--- config.mk ---
export PLATFORM = sky130hd
export DESIGN_NAME = vh_stim_sig
export DESIGN_NICKNAME = d
export VERILOG_FILES = /design/src/rtl/vh_pkg.sv /design/src/rtl/vh_misr32.sv /design/src/rtl/vh_stim_sig.sv
export SDC_FILE = /design/constraint.sdc
export NUM_CORES = 1
export LEC_CHECK = 0
export BUFFER_PORTS_ARGS = -buffer_cell sky130_fd_sc_hd__buf_2
export CAP_MARGIN = 40
export CORE_MARGIN = 3
export CORE_UTILIZATION = 25
export DETAILED_ROUTE_END_ITERATION = 8
export GPL_TIMING_DRIVEN = 0
export PLACE_DENSITY = 0.44
export SLEW_MARGIN = 20
export SYNTH_ARGS = -nofsm -noshare
export SYNTH_HDL_FRONTEND = slang
export SYNTH_SLANG_ARGS = --single-unit
export TNS_END_PERCENT = 100
--- constraint.sdc ---
create_clock -name clk -period 4 [get_ports clk]
set_input_delay 0.8 -clock clk [delete_from_list [all_inputs] [get_ports clk]]
set_output_delay 0.8 -clock clk [all_outputs]
set_load 0.1 [all_outputs]
--- src/rtl/vh_pkg.sv ---
// Shared definitions for the stimulus/signature stage.
// Holds the FSM state encoding, MISR constants, the Galois LFSR tap table
// and the word-folding helper used by the MISR.
package vh_pkg;

  typedef enum logic [1:0] {
    ST_IDLE  = 2'd0,
    ST_RUN   = 2'd1,
    ST_FLUSH = 2'd2,
    ST_DONE  = 2'd3
  } state_t;

  localparam logic [31:0] MISR_POLY  = 32'h04C11DB7;
  localparam logic [31:0] MISR_INIT  = 32'hFFFFFFFF;

  // Widest DUT output the fold helper accepts (8 chunks of 32 bits).
  localparam int unsigned FOLD_MAX_W = 256;

  // Maximal-length tap masks for a right-shift Galois LFSR, indexed by
  // register width 2..32. Bit i set means "XOR into bit i after the shift".
  function automatic logic [31:0] lfsr_taps(input int unsigned w);
    logic [31:0] t;
    case (w)
      2:  t = 32'h00000003;
      3:  t = 32'h00000006;
      4:  t = 32'h0000000C;
      5:  t = 32'h00000014;
      6:  t = 32'h00000030;
      7:  t = 32'h00000060;
      8:  t = 32'h000000B8;
      9:  t = 32'h00000110;
      10: t = 32'h00000240;
      11: t = 32'h00000500;
      12: t = 32'h00000829;
      13: t = 32'h0000100D;
      14: t = 32'h00002015;
      15: t = 32'h00006000;
      16: t = 32'h0000D008;
      17: t = 32'h00012000;
      18: t = 32'h00020400;
      19: t = 32'h00040023;
      20: t = 32'h00090000;
      21: t = 32'h00140000;
      22: t = 32'h00300000;
      23: t = 32'h00420000;
      24: t = 32'h00E10000;
      25: t = 32'h01200000;
      26: t = 32'h02000023;
      27: t = 32'h04000013;
      28: t = 32'h09000000;
      29: t = 32'h14000000;
      30: t = 32'h20000029;
      31: t = 32'h48000000;
      32: t = 32'h80200003;
      default: t = 32'h00000000;
    endcase
    return t;
  endfunction

  // XOR together the 32-bit chunks of a zero-extended output word.
  // Only the chunks covering y_w bits are visited; the rest are zero anyway.
  function automatic logic [31:0] fold32(input logic [FOLD_MAX_W-1:0] y,
                                         input int unsigned          y_w);
    logic [31:0] f;
    f = '0;
    for (int unsigned i = 0; i < FOLD_MAX_W / 32; i++) begin
      if (i < (y_w + 32'd31) / 32'd32) begin
        f = f ^ y[i*32 +: 32];
      end
    end
    return f;
  endfunction

endpackage

--- src/rtl/vh_misr32.sv ---
// Purpose : 32-bit folding MISR; compresses one Y_W-bit word per enabled edge.
// Latency : din folded into sig at the edge where en=1; clr loads the init value.
// Backpr. : none; the caller qualifies every word with en.
// Ports   : clk, rst (async, active-high -> sig=0), clr (load MISR_INIT, wins
//           over en), en (fold din), din[Y_W], sig[32] (current MISR state).
module vh_misr32
  import vh_pkg::*;
#(
  parameter int Y_W = 16
) (
  input  logic           clk,
  input  logic           rst,
  input  logic           clr,
  input  logic           en,
  input  logic [Y_W-1:0] din,
  output logic [31:0]    sig
);

  logic [FOLD_MAX_W-1:0] w_din_ext;
  logic [31:0]           w_fold;
  logic [31:0]           w_next;
  logic [31:0]           r_sig;

  always_comb begin
    w_din_ext          = '0;
    w_din_ext[Y_W-1:0] = din;
  end

  assign w_fold = fold32(w_din_ext, Y_W);

  // Shift first, reduce by the polynomial on carry-out, then inject the word.
  assign w_next = {r_sig[30:0], 1'b0} ^ (r_sig[31] ? MISR_POLY : 32'h0) ^ w_fold;

  always_ff @(posedge clk or posedge rst) begin
    if (rst) begin
      r_sig <= '0;
    end else if (clr) begin
      r_sig <= MISR_INIT;
    end else if (en) begin
      r_sig <= w_next;
    end
  end

  assign sig = r_sig;

endmodule

--- src/rtl/vh_stim_sig.sv ---
// Purpose : drive N_VEC vectors (counter or Galois LFSR) into a combinational
//           DUT and fold each response into a 32-bit MISR signature.
// Latency : start-to-done N_VEC+2 cycles (one capture stage plus one flush).
// Backpr. : none; start is only honoured in IDLE/DONE, ignored while busy.
// Ports   : clk, rst (async, active-high), start, dut_a[A_W] (vector out),
//           dut_y[Y_W] (DUT response in), busy, done, signature[32], vec_cnt[32].
module vh_stim_sig
  import vh_pkg::*;
#(
  parameter int          A_W   = 8,
  parameter int          Y_W   = 16,
  parameter logic [31:0] N_VEC = 32'd256,
  parameter int          MODE  = 0,
  parameter logic [31:0] SEED  = 32'd1
) (
  input  logic           clk,
  input  logic           rst,
  input  logic           start,
  output logic [A_W-1:0] dut_a,
  input  logic [Y_W-1:0] dut_y,
  output logic           busy,
  output logic           done,
  output logic [31:0]    signature,
  output logic [31:0]    vec_cnt
);

  localparam logic [31:0]    LAST_IDX = N_VEC - 32'd1;
  localparam logic [31:0]    TAP_FULL = lfsr_taps(A_W);
  localparam logic [A_W-1:0] TAP_A    = TAP_FULL[A_W-1:0];
  localparam logic [A_W-1:0] A_ONE    = {{(A_W-1){1'b0}}, 1'b1};
  // An all-zero seed would lock the LFSR at zero, so it is replaced by 1.
  localparam logic [A_W-1:0] SEED_A   = (SEED[A_W-1:0] == '0) ? A_ONE : SEED[A_W-1:0];
  localparam logic [A_W-1:0] A_INIT   = (MODE == 1) ? SEED_A : '0;

  state_t         r_state;
  logic [A_W-1:0] r_a;
  logic [31:0]    r_cnt;
  logic           r_busy;
  logic           r_done;
  logic [Y_W-1:0] r_y_q;
  logic           r_y_v;

  logic [A_W-1:0] w_a_next;
  logic           w_start_ok;
  logic [31:0]    w_sig;

  assign w_start_ok = start && ((r_state == ST_IDLE) || (r_state == ST_DONE));

  // Counter mode keeps dut_a equal to vec_cnt modulo 2^A_W.
  always_comb begin
    if (MODE == 1) begin
      w_a_next = r_a[0] ? ((r_a >> 1) ^ TAP_A) : (r_a >> 1);
    end else begin
      w_a_next = r_a + A_ONE;
    end
  end

  always_ff @(posedge clk or posedge rst) begin
    if (rst) begin
      r_state <= ST_IDLE;
      r_a     <= '0;
      r_cnt   <= '0;
      r_busy  <= 1'b0;
      r_done  <= 1'b0;
    end else begin
      case (r_state)
        ST_IDLE, ST_DONE: begin
          if (start) begin
            r_state <= ST_RUN;
            r_a     <= A_INIT;
            r_cnt   <= '0;
            r_busy  <= 1'b1;
            r_done  <= 1'b0;
          end
        end
        ST_RUN: begin
          r_a   <= w_a_next;
          r_cnt <= r_cnt + 32'd1;
          if (r_cnt == LAST_IDX) begin
            r_state <= ST_FLUSH;
          end
        end
        ST_FLUSH: begin
          // The last captured response is folded at this edge.
          r_state <= ST_DONE;
          r_busy  <= 1'b0;
          r_done  <= 1'b1;
        end
        default: begin
          r_state <= ST_IDLE;
          r_busy  <= 1'b0;
          r_done  <= 1'b0;
        end
      endcase
    end
  end

  // Capture stage: every cycle spent in RUN drives exactly one valid vector,
  // so the response is registered and folded one edge later.
  always_ff @(posedge clk or posedge rst) begin
    if (rst) begin
      r_y_q <= '0;
      r_y_v <= 1'b0;
    end else begin
      r_y_v <= (r_state == ST_RUN);
      if (r_state == ST_RUN) begin
        r_y_q <= dut_y;
      end
    end
  end

  vh_misr32 #(
    .Y_W (Y_W)
  ) u_misr (
    .clk (clk),
    .rst (rst),
    .clr (w_start_ok),
    .en  (r_y_v),
    .din (r_y_q),
    .sig (w_sig)
  );

  assign dut_a     = r_a;
  assign busy      = r_busy;
  assign done      = r_done;
  assign signature = w_sig;
  assign vec_cnt   = r_cnt;

endmodule

# [Word-level counts from Yosys, hierarchy flattened]
# Cells that the tools add are included.
[word_totals] out_inout_bits=74 ff_bits=93 word_cells=42 inputBits=19
[op_classes] n_bitwise=2 n_addsub=2 reduce_logical=10 eq_ne=6 muxes=14
[op_table] op="$mux W32" count=3
[op_table] op="$pmux W32 S2" count=1
[op_table] op="$add A32 B1 Y32 const B" count=1
[op_table] op="$eq A32 B8 Y1 const B" count=1
[op_table] op="$xor A32 B16 Y32" count=1
[op_table] op="$xor A32 B32 Y32" count=1
[op_table] op="$mux W27" count=1
[op_table] op="$pmux W8 S2" count=1
[op_table] op="$add A8 B1 Y8 const B" count=1
[op_table] op="$mux W8" count=1
[op_table] op="$pmux W2 S3" count=1
[op_table] op="$reduce_and A2 Y1" count=3
[op_table] op="$reduce_bool A2 Y1" count=3
[op_table] op="$eq A2 B2 Y1 const B" count=2
[op_table] op="$mux W2" count=2
[op_table] op="$ne A2 B2 Y1 const B" count=2
[op_table] op="$pmux W1 S2" count=2
[op_table] op="$eq A2 B1 Y1 const B" count=1
[op_table] op="$logic_not A2 Y1" count=1
[op_table] op="$mux W1" count=2
[op_table] op="$reduce_or A2 Y1" count=1
[op_table] op="$logic_and A1 B1 Y1" count=1
[op_table] op="$logic_or A1 B1 Y1" count=1

# [Longest topological paths before layout]
# Gate-level depths: netlist (run 1).
[logic_depth] ltp_word=5 depth_mapped=8 depth_no_buf=6

# [By module]
# A second synthesis (run 1) with hierarchy kept.
[unflattened] cells_unflattened=416 hier_area_um2=4660.7
[by_module_without_submodules] mod="vh_stim_sig" n_inst=1 cells_per_inst=288 area_per_inst_um2=2987.9 seq_area_each_um2=1526.5
[by_module_without_submodules] mod="vh_misr32" n_inst=1 cells_per_inst=128 area_per_inst_um2=1672.9 seq_area_each_um2=800.8

# [Least setup slack after synthesis (run 1)]
# No wires, ideal clock.
[synth_path] path_type="reg-to-reg" from="register r_cnt[0] (netlist: vec_cnt[0])" to="register r_cnt[20] (netlist: vec_cnt[20])" n_path_buf=1 setup_time_ns=0.079 synth_period_minus_slack_ns=2.590 stages_incl_launch_ff=7 required_time_ns=3.921 slack_ns=1.410 arrival_time_ns=2.510 path_cell_list="dfrtp_1 -> ha_1 -> nand3_1 -> or3_4 -> buf_6 -> nor4_1 -> mux2i_1"
[synth_between] elab_chain_len=2
[synth_lines] element="start, declared" line_no="vh_stim_sig.sv:37" source="logic [31:0] r_cnt;"
[synth_lines] element="start signal, assigned" line_no="vh_stim_sig.sv:78" source="r_cnt <= r_cnt + 32'd1;"
[synth_lines] element="$add A32 B1 Y32" line_no="vh_stim_sig.sv:78"
[synth_lines] element="$pmux W32 S2" line_no="vh_stim_sig.sv:66" source="case (r_state)"
# Every way passes these cells.
# A chain may end at the register's enable or synchronous reset.

# [Worst setup path after layout (run 1)]
[layout_path] from="register r_state[1]" to="register r_cnt[7] (netlist: vec_cnt[7])"
[layout_between] elab_chain_len=4 elab_cells_between_ends=8 cone_classes="eq/ne: 3; mux: 1; reduce/logical: 4"
[layout_lines] element="start, declared" line_no="vh_stim_sig.sv:35" source="state_t r_state;"
[layout_lines] element="start signal, assigned" line_no="vh_stim_sig.sv:60" source="r_state <= ST_IDLE;"
[layout_lines] element="start signal, assigned" line_no="vh_stim_sig.sv:69" source="r_state <= ST_RUN;"
[layout_lines] element="start signal, assigned" line_no="vh_stim_sig.sv:80" source="r_state <= ST_FLUSH;"
[layout_lines] element="$eq A2 B2 Y1 or $logic_not A2 Y1 (tied branches)" line_no="vh_stim_sig.sv:66"
[layout_lines] element="$reduce_or A2 Y1" line_no="vh_stim_sig.sv:66"
[layout_lines] element="$ne A2 B2 Y1 (no line) or $reduce_bool A2 Y1 (tied branches)"
[layout_lines] element="$reduce_and A2 Y1 (no line)"
# Several ways; a longest one is shown, not always the timed one.

==> metrics.csv, run 1 <==
stage;metric;value;unit
run_status;status;completed;
yosys;register area share after synthesis;0.531;
pwr;Cell Pwr Density;818;nW/um^2
placed_design;Post-Place Cell Area;5150;um^2
floorplanning;top-level I/O count;93;
clock_network;post-CTS resize count;0;
grt;largest net degree at the start of global routing;50;
yosys;Synth Net Count;413;
floorplanning;core area;16900;um^2
grt;total track usage;0.124;
sta;Slew headroom;0.588;
routing;Detailed Route Iter0 Violations;201;
yosys;adder-cell share of the synthesized area;0.0114;
sta;worst slew pin tran;600;ps
yosys;main combinational cell family by area after synthesis;simple AND/OR/NAND/NOR gates;
yosys;Avg Cell Area, Syn;11.2;um^2
critical_path;CP endpoint kind;register;
clock_network;clk_lat worst skew;340;ps
yosys;compound-gate portion of the synthesized area;0.112;
yosys;mux contribution to synthesized area;0.0688;
layout;final core utilization;0.325;
job;max cap viols;0;
clock_network;maximum clock path buffer count;2;
yosys;Post-synth ARST share;1.00;
sta;RSZ-0062 raised after global routing;no;
clock_network;CTS Root Cell;clkbuf_16;
layout;fin nets;517;
routing;iteration count of the initial detailed-routing pass;4;
yosys;Mapped Cells;390;
critical_path;Crit Path Max Fanout;10;
floorplanning;Rows;47;
clock_network;H-tree Lvls;3;
yosys;XOR/XNOR Fraction of Synth Area;0.0859;
floorplanning;Die ar.;19200;um^2
floorplanning;Die Y;138;um
floorplanning;Die W;138;um
layout;layout cells sized above 1;0.291;
pwr;Peak supply drop;0.500;mV
clock_network;clk sinks;93;
routing;ANT nets after route;0;
yosys;Unique masters post-synth;39;
layout;post-route cell area;5480;um^2
clock_network;hold_buf cts;0;
yosys;prevailing post-synth register cell;dfrtp_1;
grt;grt total ovfl;0;
routing;vias per cell;4.73;
yosys;YS warnings;0;
grt;first-pass GRT wire length;19500;um
layout;Ant. Diodes;0;
layout;area grow syn2layout;25.0;%
yosys;post-synthesis register bit count;93;
critical_path;worst path required time;4210;ps
critical_path;Setup crit start kind;register;
clock_network;CTS clk-pin slew, worst paths;70;ps
grt;initial antenna violation count;0;
routing;via count;3404;
sta;skew final;5.69;ps
yosys;EDFF count, synth;0;
placed_design;Final Wtd Congestion;0.778;
sta;Slew Limit Fails;0;
sta;Tcrit/Tclk final;0.670;
yosys;Cell Area, Synth;4390;um^2
routing;Residual DRC;0;
critical_path;Worst Setup Path Type;register to register;
grt;vias in the first global route;3578;
yosys;Synth Area in Simple Gates;0.164;
pwr;Pleak;2.29;nW
sta;Final Hold Vio Count;0;
floorplanning;Initial Util;0.260;
routing;per-cell routed wire length;16.3;um
routing;final WL;11700;um
clock_network;CTS buffer count;9;
placed_design;IO buf count;92;
clock_network;postcts setup bufs;0;
sta;Max Fclk;0.373;GHz
clock_network;CTS tree;done;
critical_path;WP data arrival;2890;ps
sta;endpoints failing setup;0;
sta;minimum clock period;2680;ps
min_path;HP Class;input pin to async pin;
placed_design;hpwl dp;8270;um
## cells in the mapped netlist (3+ instances only)
library cell / n / area [um^2]
nand4_1: 9 / 56.3
o31ai_1: 6 / 45.0
or2_2: 11 / 68.8
o22a_1: 32 / 280
dfrtp_1: 93 / 2330
nor2_1: 17 / 63.8
inv_1: 5 / 18.8
buf_1: 5 / 18.8
nor4_1: 16 / 100
o21ai_0: 9 / 45.0
nand2b_1: 3 / 18.8
mux2i_1: 11 / 110
or3_1: 6 / 37.5
ha_1: 4 / 50.1
a21oi_1: 14 / 70.1
xor2_1: 17 / 149
or4_1: 9 / 67.6
xnor2_1: 26 / 228
nor3_1: 4 / 20.0
mux2_2: 17 / 191
nand2_1: 29 / 109
and4_1: 4 / 35.0
clkbuf_1: 12 / 45.0
nand3_1: 10 / 50.1
## area by class of cell
class	instances	area, um^2
repair buffers	93	488
fillers	1727	11400
flip-flops and latches	93	2330
plain buffers	22	104
multi-input cells	270	1940
clock buffers	13	260
inverters	5	23.8
well taps	220	275
clock inverters	3	67.6
## metal layers
metal / vias to the layer above / wire length (um) / GRT usage
met2: 90 / 5440 / 0.197
li1: 1625 / - / -
met4: 0 / 178 / 0.0416
met1: 1677 / 5600 / 0.170
met3: 12 / 472 / 0.0262
met5: - / 0 / 0
## stage by stage
| stage | TNS [ps] | worst slack [ps] | power [mW] | instances | hold slack, ps |
|---|---|---|---|---|---|
| 6_report | 0 | 1320 | 4.48 | 719 | 476 |
| 5_1_grt | 0 | 989 | 4.71 | 719 | 518 |
| 4_1_cts | 0 | 1230 | 4.53 | 719 | 495 |
| 3_5_place_dp | 0 | 1130 | 3.57 | 703 | 507 |
| 3_3_place_gp | -56010 | -608 | 3.53 | 702 | 498 |
| 2_1_floorplan | 0 | 780 | 3.14 | 390 | 501 |
## power by group
part	total, mW	internal (mW)	switching (mW)
sequential	1.40	1.18	0.213
combinational	2.13	0.550	1.58
clock	0.953	0.583	0.370
## flip-flops by register name, summed over array words and instances (netlist names)
name        flops
u_misr.sig     32
vec_cnt        32
r_y_q          16
dut_a           8
r_state         2
busy            1
done            1
r_y_v           1
## final timing paths
path	slack (ps)	endpoint	start	cells after the start
hold / removal	480	vec_cnt[16]	rst	2
hold reg to reg	510	u_misr.sig[28]	u_misr.sig[27]	1
setup reg to reg	1320	vec_cnt[7]	r_state[1]	7
max in group asynchronous	2940	u_misr.sig[5]	rst	3
setup / recovery	1320	vec_cnt[7]	r_state[1]	7
min in group clk	510	u_misr.sig[28]	u_misr.sig[27]	1
## cells in the final DEF, fill, tap and decap left out, types with 3 or more instances in the layout
cell and count:
dfrtp_1 93, mux2_2 17, inv_1 4, a21oi_1 14
and4_1 4, xor2_1 17, o21ai_0 9, nand4_1 9
clkbuf_1 14, buf_1 5, mux2i_1 11, nor4_1 16
nand2_1 29, or2_2 11, o22a_1 32, or3_1 6
buf_2 94, nand3_1 10, ha_1 4, o31ai_1 6
nand2b_1 3, nor3_1 4, or4_1 9, clkbuf_16 9
xnor2_1 26, nor2_1 17
## kinds of logic (layout without fill, tap and decap cells)
logic type	after synthesis	in the layout
buffers and inverters	27	136
adders and majority gates	4	4
xor gates and xnor gates	43	43
DFF	93	93
muxes	28	28
and+or+nand+nor	128	128
AOI/OAI and AO/OA	67	67
## critical path, cell delays in order (launching register included)
cell and delay [ps]:
dfrtp_1 410, ha_1 290, buf_4 140, nand2_1 170, nor2_1 470, clkbuf_1 470
buf_1 490, nor2_1 110
(Power assumes the default switching activity.)
==> inputs of run 2 (changes only) <==
Settings changed: PLACE_DENSITY 0.44 to 0.45.
Clock period 4 ns to 2.25 ns, I/O delays scaled along.
==> run 2 against run 1 <==
First-iteration DRC count rose by 7.5%. Critical endpoint is now vec_cnt[15]. Critical path type unchanged. Sequential power rose by 77%. Register-to-register slack got worse by 1200 ps. Clock power rose by 61%. Die area did not move.
==> metrics.csv, run 2 (synthesis gave the netlist of run 1 again) <==
stage;metric;value;unit;change
run_status;status;completed;;unchanged
clock_network;clk_lat worst skew;350;ps;was 340 ps
routing;iteration count of the initial detailed-routing pass;4;;unchanged
pwr;sequential share of power;0.313;;was 0.312
clock_network;H-tree Lvls;3;;unchanged
floorplanning;Die ar.;19200;um^2;unchanged
clock_network;CTS clk-pin slew, worst paths;70;ps;about the same
layout;layout cells sized above 1;0.395;;was 0.291
clock_network;CTS tree;done;;unchanged
critical_path;Worst Setup EP;vec_cnt[15];;was vec_cnt[7]
grt;largest net degree at the start of global routing;34;;was 50
sta;RSZ-0062 raised after global routing;no;;unchanged
pwr;switching pwr;3.88;mW;was 2.17 mW
sta;Max Fclk;0.477;GHz;was 0.373 GHz
critical_path;cells on worst reg2reg path;6;;was 7
placed_design;Post-Place Cell Area;5210;um^2;was 5150 um^2
routing;via count;3470;;was 3404
critical_path;Setup crit start kind;register;;unchanged
routing;Top Metal Used;met4;;unchanged
sta;Slew headroom;0.623;;was 0.588
floorplanning;Rows;47;;unchanged
placed_design;Placed Cells;705;;was 703
routing;final WL;12000;um;was 11700 um
floorplanning;Die W;138;um;unchanged
layout;fin nets;529;;was 517
grt;total track usage;0.126;;was 0.124
layout;area of the multi-input gates;2140;um^2;was 1940 um^2
clock_network;CTS Root Cell;clkbuf_16;;unchanged
routing;length of routed met3 wiring;592;um;was 472 um
sta;skew final;7.59;ps;was 5.69 ps
critical_path;worst setup path start;r_state[0];;was r_state[1]
min_path;HP Class;input pin to async pin;;unchanged
layout;commonest cells after routing, fill and taps aside;95 x buf_2, 77 x dfrtp_1, 32 x o22a_1;;was 94 x buf_2, 93 x dfrtp_1, 32 x o22a_1
layout;Layout fillers;1728;;was 1727
placed_design;Final Wtd Congestion;0.784;;was 0.778
grt;first-pass GRT wire length;19700;um;was 19500 um
pwr;Int Power;4.06;mW;was 2.32 mW
grt;grt total ovfl;0;;unchanged
job;max cap viols;0;;unchanged
routing;met1 WL;5520;um;was 5600 um
pwr;switching share of power;0.489;;was 0.483
clock_network;clk sinks;93;;unchanged
sta;endpoints failing setup;0;;unchanged
layout;Layout Cells excl Fill;731;;was 719
layout;Ant. Diodes;0;;unchanged
pwr;Comb pwr share;0.495;;was 0.476
clock_network;hold_buf cts;0;;unchanged
routing;per-cell routed wire length;16.4;um;was 16.3 um
sta;Final Hold Vio Count;0;;unchanged
pwr;Cell Pwr Density;1360;nW/um^2;was 818 nW/um^2
floorplanning;Die Y;138;um;unchanged
grt;initial antenna violation count;0;;unchanged
pwr;PnR Total Power;7.94;mW;was 4.48 mW
layout;post-route cell area;5860;um^2;was 5480 um^2
pwr;Pleak;2.50;nW;was 2.29 nW
pwr;Peak supply drop;0.791;mV;was 0.500 mV
routing;DR WL met2;5750;um;was 5440 um
floorplanning;Initial Util;0.260;;unchanged
routing;Residual DRC;0;;unchanged
critical_path;reg2reg start;r_state[0];;was r_state[1]
layout;register area;2350;um^2;was 2330 um^2
critical_path;Worst Setup Path Type;register to register;;unchanged
routing;Detailed Route Iter0 Violations;216;;was 201
critical_path;Crit Path Max Fanout;7;;was 10
grt;vias in the first global route;3746;;was 3578
pwr;clock share of power;0.193;;was 0.213
routing;ANT nets after route;0;;unchanged
critical_path;worst path required time;2520;ps;was 4210 ps
routing;vias per cell;4.75;;was 4.73
sta;Slew Limit Fails;0;;unchanged
sta;worst slew pin tran;565;ps;was 600 ps
sta;minimum clock period;2100;ps;was 2680 ps
clock_network;CTS buffer count;9;;unchanged
critical_path;RR Endpoint;vec_cnt[15];;was vec_cnt[7]
sta;Tcrit/Tclk final;0.932;;was 0.670
layout;most common cell after layout, fill and taps aside;buf_2;;unchanged
floorplanning;top-level I/O count;93;;unchanged
placed_design;IO buf count;92;;unchanged
placed_design;hpwl dp;8330;um;was 8270 um
layout;area grow syn2layout;33.5;%;was 25.0%
critical_path;WP data arrival;2370;ps;was 2890 ps
critical_path;CP endpoint kind;register;;unchanged
clock_network;maximum clock path buffer count;2;;unchanged
critical_path;reg2reg setup slack;150;ps;was 1320 ps
floorplanning;core area;16900;um^2;unchanged
-- run 2: changes by cell type in the layout (fill, tap and decap cells not counted), moves of 4 or more --
cell and change:
nor4_4 +7, dfrtp_1 -16, a21oi_1 -4, or4_1 -4
a21oi_2 +4, buf_12 +4, dfrtp_2 +16, nor4_1 -9
buf_4 +7, or4_4 +4
-- run 2: worst max-delay path, stage by stage (launching register included) --
cell and delay [ps]:
dfrtp_1 390, inv_2 80, ha_4 220, mux2i_4 200
or3_4 440, or4_4 540, a21oi_2 150
-- run 2: worst min path at each step --
stage | to | slack, ps | cells after the start
floorplan | r_y_q[14] | 500 | 1
finish | r_y_q[2] | 120 | 2
CTS | r_y_q[2] | 120 | 2
global placement | u_misr.sig[18] | 490 | 1
detailed placement | r_y_q[2] | 500 | 2
global route | r_y_q[2] | 140 | 2
-- run 2: cell type report --
type | count | share of cell area
Buffer | 20 | 0.0197
Clock buffer | 10 | 0.0391
Multi-Input combinational cell | 270 | 0.365
Inverter | 5 | 0.00385
Tap cell | 220 | 0.0470
Sequential cell | 93 | 0.401
Clock inverter | 6 | 0.0109
Timing Repair Buffer | 107 | 0.113
-- run 2: routing by layer --
| layer | up-vias | GRT usage |
|---|---|---|
| met3 | 8 | 0.0414 |
| met1 | 1737 | 0.159 |
| li1 | 1644 | - |
| met2 | 81 | 0.208 |
| met4 | 0 | 0.0348 |
| met5 | - | 0 |
-- run 2: repair_timing --
action                     CTS  global route
resized for setup           30            14
gates cloned                 1             0
setup endpoints to repair   36            31
buffers inserted             7             3
pin swaps                   13             7
-- run 2: metrics by stage --
step                 util  hold WS (ps)  setup TNS, ps  worst slack, ps
floorplan               -           501          -6.72            -3.36
global placement    0.305           494         -19900             -479
detailed placement  0.309           498         -12320             -549
CTS                 0.342           121          -42.3            -22.1
global route        0.347           138              0             9.78
finish              0.347           122              0              154
-- run 2: power by group through the flow --
stage | Combinational, mW | Clock (mW) | Sequential [mW]
2_1_floorplan | 1.33 | 0 | 4.26
3_3_place_gp | 3.79 | 0 | 2.50
3_5_place_dp | 3.83 | 0 | 2.52
4_1_cts | 3.93 | 1.59 | 2.48
5_1_grt | 4.17 | 1.66 | 2.55
6_report | 3.92 | 1.53 | 2.48
